`src/rtl/pipe_pkg.sv`:
```
// Shared fetch-pipeline definitions: default sizing, reset address and the
// queue entry layout that travels from fetch to decode.
package pipe_pkg;

    localparam int          XLEN         = 32;
    localparam int          DEPTH_DEF    = 4;
    localparam logic [31:0] RESET_PC_DEF = 32'h0000_0000;

    // One queued fetch: the instruction and the address of the next sequential fetch.
    typedef struct packed {
        logic [XLEN-1:0] instr;
        logic [XLEN-1:0] pcplus4;
    } entry_t;

endpackage : pipe_pkg

```
`src/rtl/adder.sv`:
```
// Plain combinational adder, shared across the pipeline for address arithmetic.
module adder #(
    parameter int WIDTH = 32
) (
    input  logic [WIDTH-1:0] a,
    input  logic [WIDTH-1:0] b,
    output logic [WIDTH-1:0] y
);

    // Sum wraps modulo 2^WIDTH.
    assign y = a + b;

endmodule : adder

```
`src/rtl/fetch_buffer.sv`:
```
// Decoupling queue between instruction fetch and decode. Fetches sequentially
// while there is room, hands the oldest entry to decode, and restarts at a new
// address when decode redirects the stream.
module fetch_buffer
    import pipe_pkg::*;
#(
    parameter int              DEPTH    = DEPTH_DEF,
    parameter int              WIDTH    = XLEN,
    parameter logic [WIDTH-1:0] RESET_PC = RESET_PC_DEF
) (
    input  logic                     clk,
    input  logic                     reset,
    output logic [WIDTH-1:0]         pcF,
    input  logic [WIDTH-1:0]         instrF,
    input  logic                     redirect,
    input  logic [WIDTH-1:0]         redirect_pc,
    input  logic                     readyD,
    output logic                     validD,
    output logic [WIDTH-1:0]         instrD,
    output logic [WIDTH-1:0]         pcplus4D,
    output logic [$clog2(DEPTH):0]   count
);

    localparam int PW = $clog2(DEPTH);
    localparam int CW = PW + 1;

    logic [WIDTH-1:0] pc_q, pc_d, pc_plus4;
    logic [PW-1:0]    head_q, head_d, tail_q, tail_d;
    logic [CW-1:0]    count_q, count_d;
    logic             full, push, pop, push_en, pop_en;
    entry_t           mem_q [DEPTH];
    entry_t           head_entry;

    adder #(.WIDTH(WIDTH)) u_pc_adder (
        .a (pc_q),
        .b (WIDTH'(4)),
        .y (pc_plus4)
    );

    assign full   = (count_q == CW'(DEPTH));
    assign validD = (count_q != '0);
    assign pop    = validD & readyD;
    assign push   = ~full | pop;

    // A redirect cancels both the fetch and the hand-off this cycle.
    assign push_en = push & ~redirect;
    assign pop_en  = pop & ~redirect;

    // Next-state for fetch address, pointers and occupancy; redirect wins.
    always_comb begin
        // NOTE: every signal gets a default first so no path leaves it unassigned and infers a latch.
        pc_d    = pc_q;
        head_d  = head_q;
        tail_d  = tail_q;
        count_d = count_q;
        if (redirect) begin
            pc_d    = redirect_pc;
            head_d  = '0;
            tail_d  = '0;
            count_d = '0;
        end else begin
            if (push_en) begin
                pc_d   = pc_plus4;
                tail_d = tail_q + PW'(1);
            end
            if (pop_en) begin
                head_d = head_q + PW'(1);
            end
            case ({push_en, pop_en})
                2'b10:   count_d = count_q + CW'(1);
                2'b01:   count_d = count_q - CW'(1);
                default: count_d = count_q;
            endcase
        end
    end

    // Control state register with asynchronous active-low reset.
    always_ff @(posedge clk or negedge reset) begin
        // NOTE: sequential state uses non-blocking assignments so all registers update from pre-edge values.
        if (!reset) begin
            pc_q    <= RESET_PC;
            head_q  <= '0;
            tail_q  <= '0;
            count_q <= '0;
        end else begin
            pc_q    <= pc_d;
            head_q  <= head_d;
            tail_q  <= tail_d;
            count_q <= count_d;
        end
    end

    // Entry storage: write the fetched instruction at the tail.
    always_ff @(posedge clk) begin
        // NOTE: storage is deliberately not reset; stale contents are hidden because outputs are masked by validD.
        if (push_en) begin
            mem_q[tail_q] <= '{instr: instrF, pcplus4: pc_plus4};
        end
    end

    assign head_entry = mem_q[head_q];
    assign pcF        = pc_q;
    assign instrD     = validD ? head_entry.instr   : '0;
    assign pcplus4D   = validD ? head_entry.pcplus4 : '0;
    assign count      = count_q;

endmodule : fetch_buffer

```
`config.mk`:
```
export PLATFORM = sky130hd
export DESIGN_NAME = fetch_buffer
export DESIGN_NICKNAME = d
export VERILOG_FILES = /design/src/rtl/pipe_pkg.sv /design/src/rtl/adder.sv /design/src/rtl/fetch_buffer.sv
export SDC_FILE = /design/constraint.sdc
export NUM_CORES = 1
export LEC_CHECK = 0
export CORE_MARGIN = 10
export CORE_UTILIZATION = 45
export CTS_CLUSTER_DIAMETER = 100
export DETAILED_ROUTE_END_ITERATION = 10
export GPL_TIMING_DRIVEN = 0
export MAX_ROUTING_LAYER = met4
export PLACE_DENSITY_LB_ADDON = 0.1
export REMOVE_ABC_BUFFERS = 1
export SYNTH_ARGS = -nofsm -noshare
export SYNTH_HDL_FRONTEND = slang
export SYNTH_SLANG_ARGS = --single-unit
```
`constraint.sdc`:
```
create_clock -name clk -period 6.5 [get_ports clk]
set_input_delay 0.65 -clock clk [delete_from_list [all_inputs] [get_ports clk]]
set_output_delay 0.65 -clock clk [all_outputs]
set_load 0.01 [all_outputs]
```
==> results of run 1 <==
-- sequential cells by signal, summed over array words and instances, names as in the netlist --
| signal | cells |
|---|---|
| pcF | 32 |
| tail_q | 2 |
| mem_q | 256 |
| head_q | 2 |
| count | 3 |
-- final timing paths --
check,cells past startpoint,startpoint,to
setup / recovery,4,head_q[0],pcplus4D[22]
hold / removal,1,reset,pcF[27]
setup reg to reg,6,count[0],pcF[25]
hold reg to reg,0,pcF[1],mem_q[1][1]
max in group asynchronous,2,reset,head_q[1]
min in group clk,0,pcF[1],mem_q[1][1]
-- cells in the mapped netlist, drive strengths merged, types with 4 or more instances --
cell type	n
a21oi	4
a31oi	13
and2	65
and3	9
and4	6
buf	16
clkbuf	33
dfrtp	39
edfxtp	256
ha	7
inv	9
mux4	64
nand2	32
nand3	22
nand4	17
nor2	31
nor3	5
nor4	7
o21ai	15
o31ai	7
or3	4
or4	12
xnor2	29
xor2	14
-- layout make-up --
cell class / count / area [um2]
clock buffers: 41 / 898.4
clock inverters: 19 / 227.7
fillers: 2054 / 11430
inverters: 10 / 37.54
multi-input cells: 384 / 3516
flip-flops and latches: 295 / 8671
well taps: 372 / 465.4
repair buffers: 176 / 1859
-- stage by stage --
stage               worst slack [ns]  total power, mW  instances  util, %
floorplan                      2.412            3.198        689        -
global placement              0.1788            4.034       1228    52.86
detailed placement             2.851            4.039       1237    53.68
CTS                            2.793            5.958       1297    57.84
global route                   2.699            6.141       1297    57.84
finish                         2.892            5.868       1297    57.84
-- layer usage --
metal,GRT usage (%),share of wire [%],wire (um)
met3,4.562,6.6,1888
met5,-,0,0
met2,26.28,48,13750
met4,3.784,1.6,447
met1,21.29,43,12350
-- cell usage in the layout (no fill, tap or decap), types with 3 or more instances in the layout --
master           Yosys  final
buf_12               0      4
or3_1                3      3
clkinv_2             0      6
nand2_1             32     32
and3_1               8      4
clkinv_1             1      5
a31oi_1             13     13
bufinv_16            0      5
clkbuf_1            26      6
nor2_1              31     31
nor3_1               5      5
mux4_2              64     64
and2_1              65     65
buf_16               0      4
nand3_1             21     21
or4_1               12     12
and4_1               4      4
clkdlybuf4s50_1      0    165
xnor2_1             29     29
nand4_1             16     16
ha_1                 7      7
o211ai_1             3      3
inv_1                9      9
xor2_1              14     14
clkbuf_16            0     35
dfrtp_1             39     37
a21oi_1              4      4
nor4_1               6      5
and3_4               0      4
edfxtp_1           256    256
o31ai_1              7      7
o21ai_0             15     15
-- cell families (layout without fill, tap and decap cells) --
family | count (synthesis) | in the layout | synth area share, %
mux | 68 | 68 | 11.91
fa+ha+maj | 7 | 7 | 0.7029
xor+xnor | 43 | 43 | 3.023
compound gates | 47 | 47 | 2.380
flops | 295 | 295 | 69.53
simple gates | 219 | 219 | 9.972
buf+inv | 59 | 246 | 2.480
-- power by group --
group	switching [mW]	internal, mW	total [mW]
Combinational	0.702	0.882	1.58
Sequential	0.130	2.24	2.37
Clock	0.725	1.19	1.91
Total	1.56	4.31	5.87
-- worst reg2reg max path: stages, from the launching register on --
cell	delay (ns)
dfrtp_1	0.42
inv_1	0.08
ha_1	0.26
nand3b_1	0.45
nand3_1	0.48
or4_1	0.60
a31oi_1	0.24
==> results_dict.tcl, run 1 <==
set metrics [dict create \
    detailed_place_hpwl_um 18320 \
    reg2reg_slack_ns 3.86 \
    pin_count 168 \
    max_freq_mhz 277.1 \
    period_needed_ns 3.608 \
    slew_headroom_pct 32.47 \
    hold_buffers 0 \
    outcome "finished clean" \
    startpoint_type "flip-flop" \
    arrival_ns 2.96 \
    grt_pass1_vias 7651 \
    critPathRequiredTime_ns 5.85 \
    design_area_um2 15680 \
    clk_path_buf_depth 3 \
    antenna_found_initial 0 \
    place_area_um2 14550 \
    setup_viol 0 \
    path_clk_slew_ns 0.06 \
    clock_sinks 295 \
    die_w_um 186.4 \
    layout-drive-gt1-share_pct 15.89 \
    report.final.slew_viol_count 0 \
    cp_num_buf_inv 2 \
    power.leakage_nw 5.161 \
    antenna_cells 0 \
    rsz0062_at_grt "false" \
    grt_start_max_net_pins 48 \
    grt_overflow 0 \
    yosysWarnings 0 \
    postRouteAntennaNets 0 \
    slowest_stage "dfrtp_4" \
    path_max_fanout 40 \
    critical-path-max-stage-delay_ns 0.82 \
    hold_violations 0 \
    cts_setup_buffers 0 \
    viasPerCell 5.456 \
    die_h_um 186.4 \
    wl_per_cell_um 21.92 \
    placementRows 60 \
    yosysTopAreaCell "edfxtp_1" \
    io_buffer_count 167 \
    initial_core_util_pct 45.97 \
    end_kind "output pin" \
    hp-class "input port to async pin" \
    peakVddDrop_mv 0.2207 \
    hold_slack_ns 0.03856 \
    cts_root_buffer "clkbuf_16" \
    syn_avg_cell_area_um2 16.88 \
    ctsResizeCount 0 \
    vias 7077 \
    layout.nets 976 \
    synthArstFlopShare_pct 13.22 \
    ctsHtreeMaxLevel 2 \
    drcViolationCount 0 \
    synth-seq-cells 295 \
    crit_chain "buf_16, mux4_2, and2_1, clkdlybuf4s50_1" \
    clk_latency_ns 0.51 \
    synth-edff-count 256 \
    synth_area_um2 12460 \
    power_density_nw_per_um2 374.3 \
    drt_iter0_drc 484 \
    place.gp.congestion 0.7903 \
    drv_cap 0 \
    fin_setup_tns_ns 0 \
    tightest_slew_ns 1.007 \
    track_usage_pct 16.72 \
    syn_inst 738 \
    yosysUniqueCellTypes 48 \
    die-area_um2 34740 \
    yosysTopAreaCellShare_pct 61.70 \
    finalWirelength_um 28430 \
    cp_top_family "buffers and inverters" \
    path_class "flip-flop to output pin" \
    grt_pass1_wl_um 44690 \
    finalCritPeriodShare_pct 55.51 \
    synth_flop_cell "edfxtp_1" \
    tritoncts "done" \
    seq_area_frac_synth_pct 69.53 \
    cts_buffers 34 \
    drt_pass1_iterations 4 \
    synthToLayoutAreaGrowth_pct 25.81 \
    synth_area_leaders "edfxtp_1, mux4_2, dfrtp_1" \
    skew_ns 0.02080 \
    core_region_area_um2 27100 \
]
Note: power is estimated with default switching activity, not from simulation.
==> run 2: changes to the inputs <==
==> constraint.sdc (replaced) <==
create_clock -name clk -period 3.7 [get_ports clk]
set_input_delay 0.37 -clock clk [delete_from_list [all_inputs] [get_ports clk]]
set_output_delay 0.37 -clock clk [all_outputs]
set_load 0.01 [all_outputs]
==> run 2 against run 1 <==
Total power is 76% higher; wire length is 0.13% higher; design area hardly changed; worst setup slack worse by 2.5 ns; final cell count hardly changed; sequential power is 76% higher; die area stayed put; critical endpoint unchanged.
==> results_dict.tcl, run 2 (synthesis results as in run 1) <==
set metrics [dict create \
    outcome "finished clean" \
    hp-class "input port to async pin" \
    fin_setup_tns_ns 0 \
    multi_input_area_um2 3516 \
    power_mw 10.31 \
    tightest_slew_ns 1.012 \
    clk_path_buf_depth 3 \
    wl_per_cell_um 21.93 \
    ctsHtreeMaxLevel 2 \
    p_comb_share_pct 27.0 \
    critical-path-max-stage-delay_ns 0.82 \
    ctsResizeCount 0 \
    die-area_um2 34740 \
    synthToLayoutAreaGrowth_pct 25.89 \
    netSwitchingPower_mw 2.738 \
    vias 7097 \
    p_int_mw 7.573 \
    period_needed_ns 3.330 \
    switching_share_pct 26.55 \
    rsz0062_at_grt "false" \
    drcViolationCount 0 \
    grt_overflow 0 \
    final_cell_mix "edfxtp_1, clkdlybuf4s50_1, and2_1" \
    die_w_um 186.4 \
    slew_headroom_pct 32.13 \
    nFillCells 2053 \
    grt_pass1_vias 7654 \
    end_kind "output pin" \
    layout.nets 977 \
    postRouteAntennaNets 0 \
    path_max_fanout 40 \
    io_buffer_count 167 \
    detailed_place_hpwl_um 18320 \
    clock_sinks 295 \
    viasPerCell 5.468 \
    cp_top_family "buffers and inverters" \
    arrival_ns 2.96 \
    slowest_stage "dfrtp_4" \
    path_clk_slew_ns 0.06 \
    drt_iter0_drc 493 \
    pwr-share-seq_pct 40.5 \
    report.final.slew_viol_count 0 \
    peakVddDrop_mv 0.3865 \
    place.gp.congestion 0.7903 \
    layout-drive-gt1-share_pct 15.87 \
    finalCritPeriodShare_pct 89.99 \
    startpoint_type "flip-flop" \
    largest_reg_flops 256 \
    grt_pass1_wl_um 44700 \
    max_freq_mhz 300.3 \
    power.leakage_nw 5.166 \
    grt_start_max_net_pins 48 \
    seq_area_um2 8671 \
    skew_ns 0.02200 \
    power_density_nw_per_um2 657.4 \
    pwr-share-clk_pct 32.5 \
    core_region_area_um2 27100 \
    cp_num_buf_inv 2 \
    antenna_found_initial 0 \
    initial_core_util_pct 45.97 \
    setup_viol 0 \
    antenna_cells 0 \
    cts_root_buffer "clkbuf_16" \
    hold_violations 0 \
    drv_cap 0 \
    placementRows 60 \
    track_usage_pct 16.72 \
    crit_chain "buf_16, mux4_2, and2_1, clkdlybuf4s50_1" \
    finalWirelength_um 28460 \
    die_h_um 186.4 \
    critPathRequiredTime_ns 3.33 \
    clk_latency_ns 0.51 \
    final_common_cell "edfxtp_1" \
    max_flop_register "mem_q" \
    tritoncts "done" \
    cts_buffers 34 \
    drt_pass1_iterations 5 \
    path_class "flip-flop to output pin" \
    pin_count 168 \
]
[run 2: cell count changes in the layout (fill, tap and decap cells not counted), sizes merged]
cell / before / now
dlygate4sd3: 0 / 1
[run 2: final cells by class]
cell class	count	area share, %
Multi-Input combinational cell	384	22.42
Tap cell	372	2.967
Inverter	10	0.2393
Clock buffer	41	5.728
Sequential cell	295	55.28
Timing Repair Buffer	177	11.92
Clock inverter	19	1.452
[run 2: final timing paths]
check	cells past startpoint	from	slack (ns)	endpoint
max in group asynchronous	3	reset	2.92	head_q[1]
worst max register to register	6	count[0]	1.03	pcF[25]
worst min register to register	0	pcF[1]	0.54	mem_q[1][1]
worst min-delay path	2	reset	0.29	pcF[26]
min in group clk	3	redirect_pc[4]	0.43	pcF[4]
worst max-delay path	4	head_q[0]	0.37	pcplus4D[22]
[run 2: power groups by stage]
stage / combinational [mW] / clock, mW / sequential, mW
floorplan: 1.33 / 0 / 4.29
global placement: 2.69 / 0 / 4.39
detailed placement: 2.85 / 0 / 4.25
CTS: 2.86 / 3.43 / 4.18
global route: 3.00 / 3.57 / 4.21
finish: 2.78 / 3.36 / 4.17
[run 2: what timing repair did]
item	in CTS	in global routing
setup buffers	0	0
hold buffers	1	0
hold endpoints to repair	9	0
[run 2: layer usage]
layer  part of all wire (%)  up-vias  GRT usage [%]
met3                    6.7       38          4.562
met5                      0        -              -
met4                    1.6        0          3.784
met1                     43     3635          21.29
met2                     48      210          26.28
li1                       -     3214              -
[run 2: metrics by stage]
stage                     instance area (um2)  setup slack (ns)  util, %  hold WS, ns  std cells
after floorplan                         12190           -0.1077        -      0.07441        689
after global placement                  14330            -2.341    52.86       0.5069       1228
after detailed placement                14550            0.3310    53.68       0.2664       1237
after CTS                               15690            0.2727    57.88       0.2763       1298
after global routing                    15690            0.1793    57.88       0.3171       1298
final                                   15690            0.3704    57.88       0.2920       1298
[run 2: worst register-to-register path, cell delays in order (launching register included)]
cell and delay [ns]:
dfrtp_1 0.42, inv_1 0.08, ha_1 0.26, nand3b_1 0.45, nand3_1 0.50, or4_1 0.61
a31oi_1 0.25
==> run 3: changes to the inputs <==
--- a/config.mk
+++ b/config.mk
@@ -9,6 +9,7 @@
 export CORE_UTILIZATION = 45
 export CTS_CLUSTER_DIAMETER = 100
 export DETAILED_ROUTE_END_ITERATION = 10
+export GPL_ROUTABILITY_DRIVEN = 0
 export GPL_TIMING_DRIVEN = 0
 export MAX_ROUTING_LAYER = met4
 export PLACE_DENSITY_LB_ADDON = 0.1
==> results of run 3 <==
The final DEF is identical to that of run 2; final timing and power are the same.
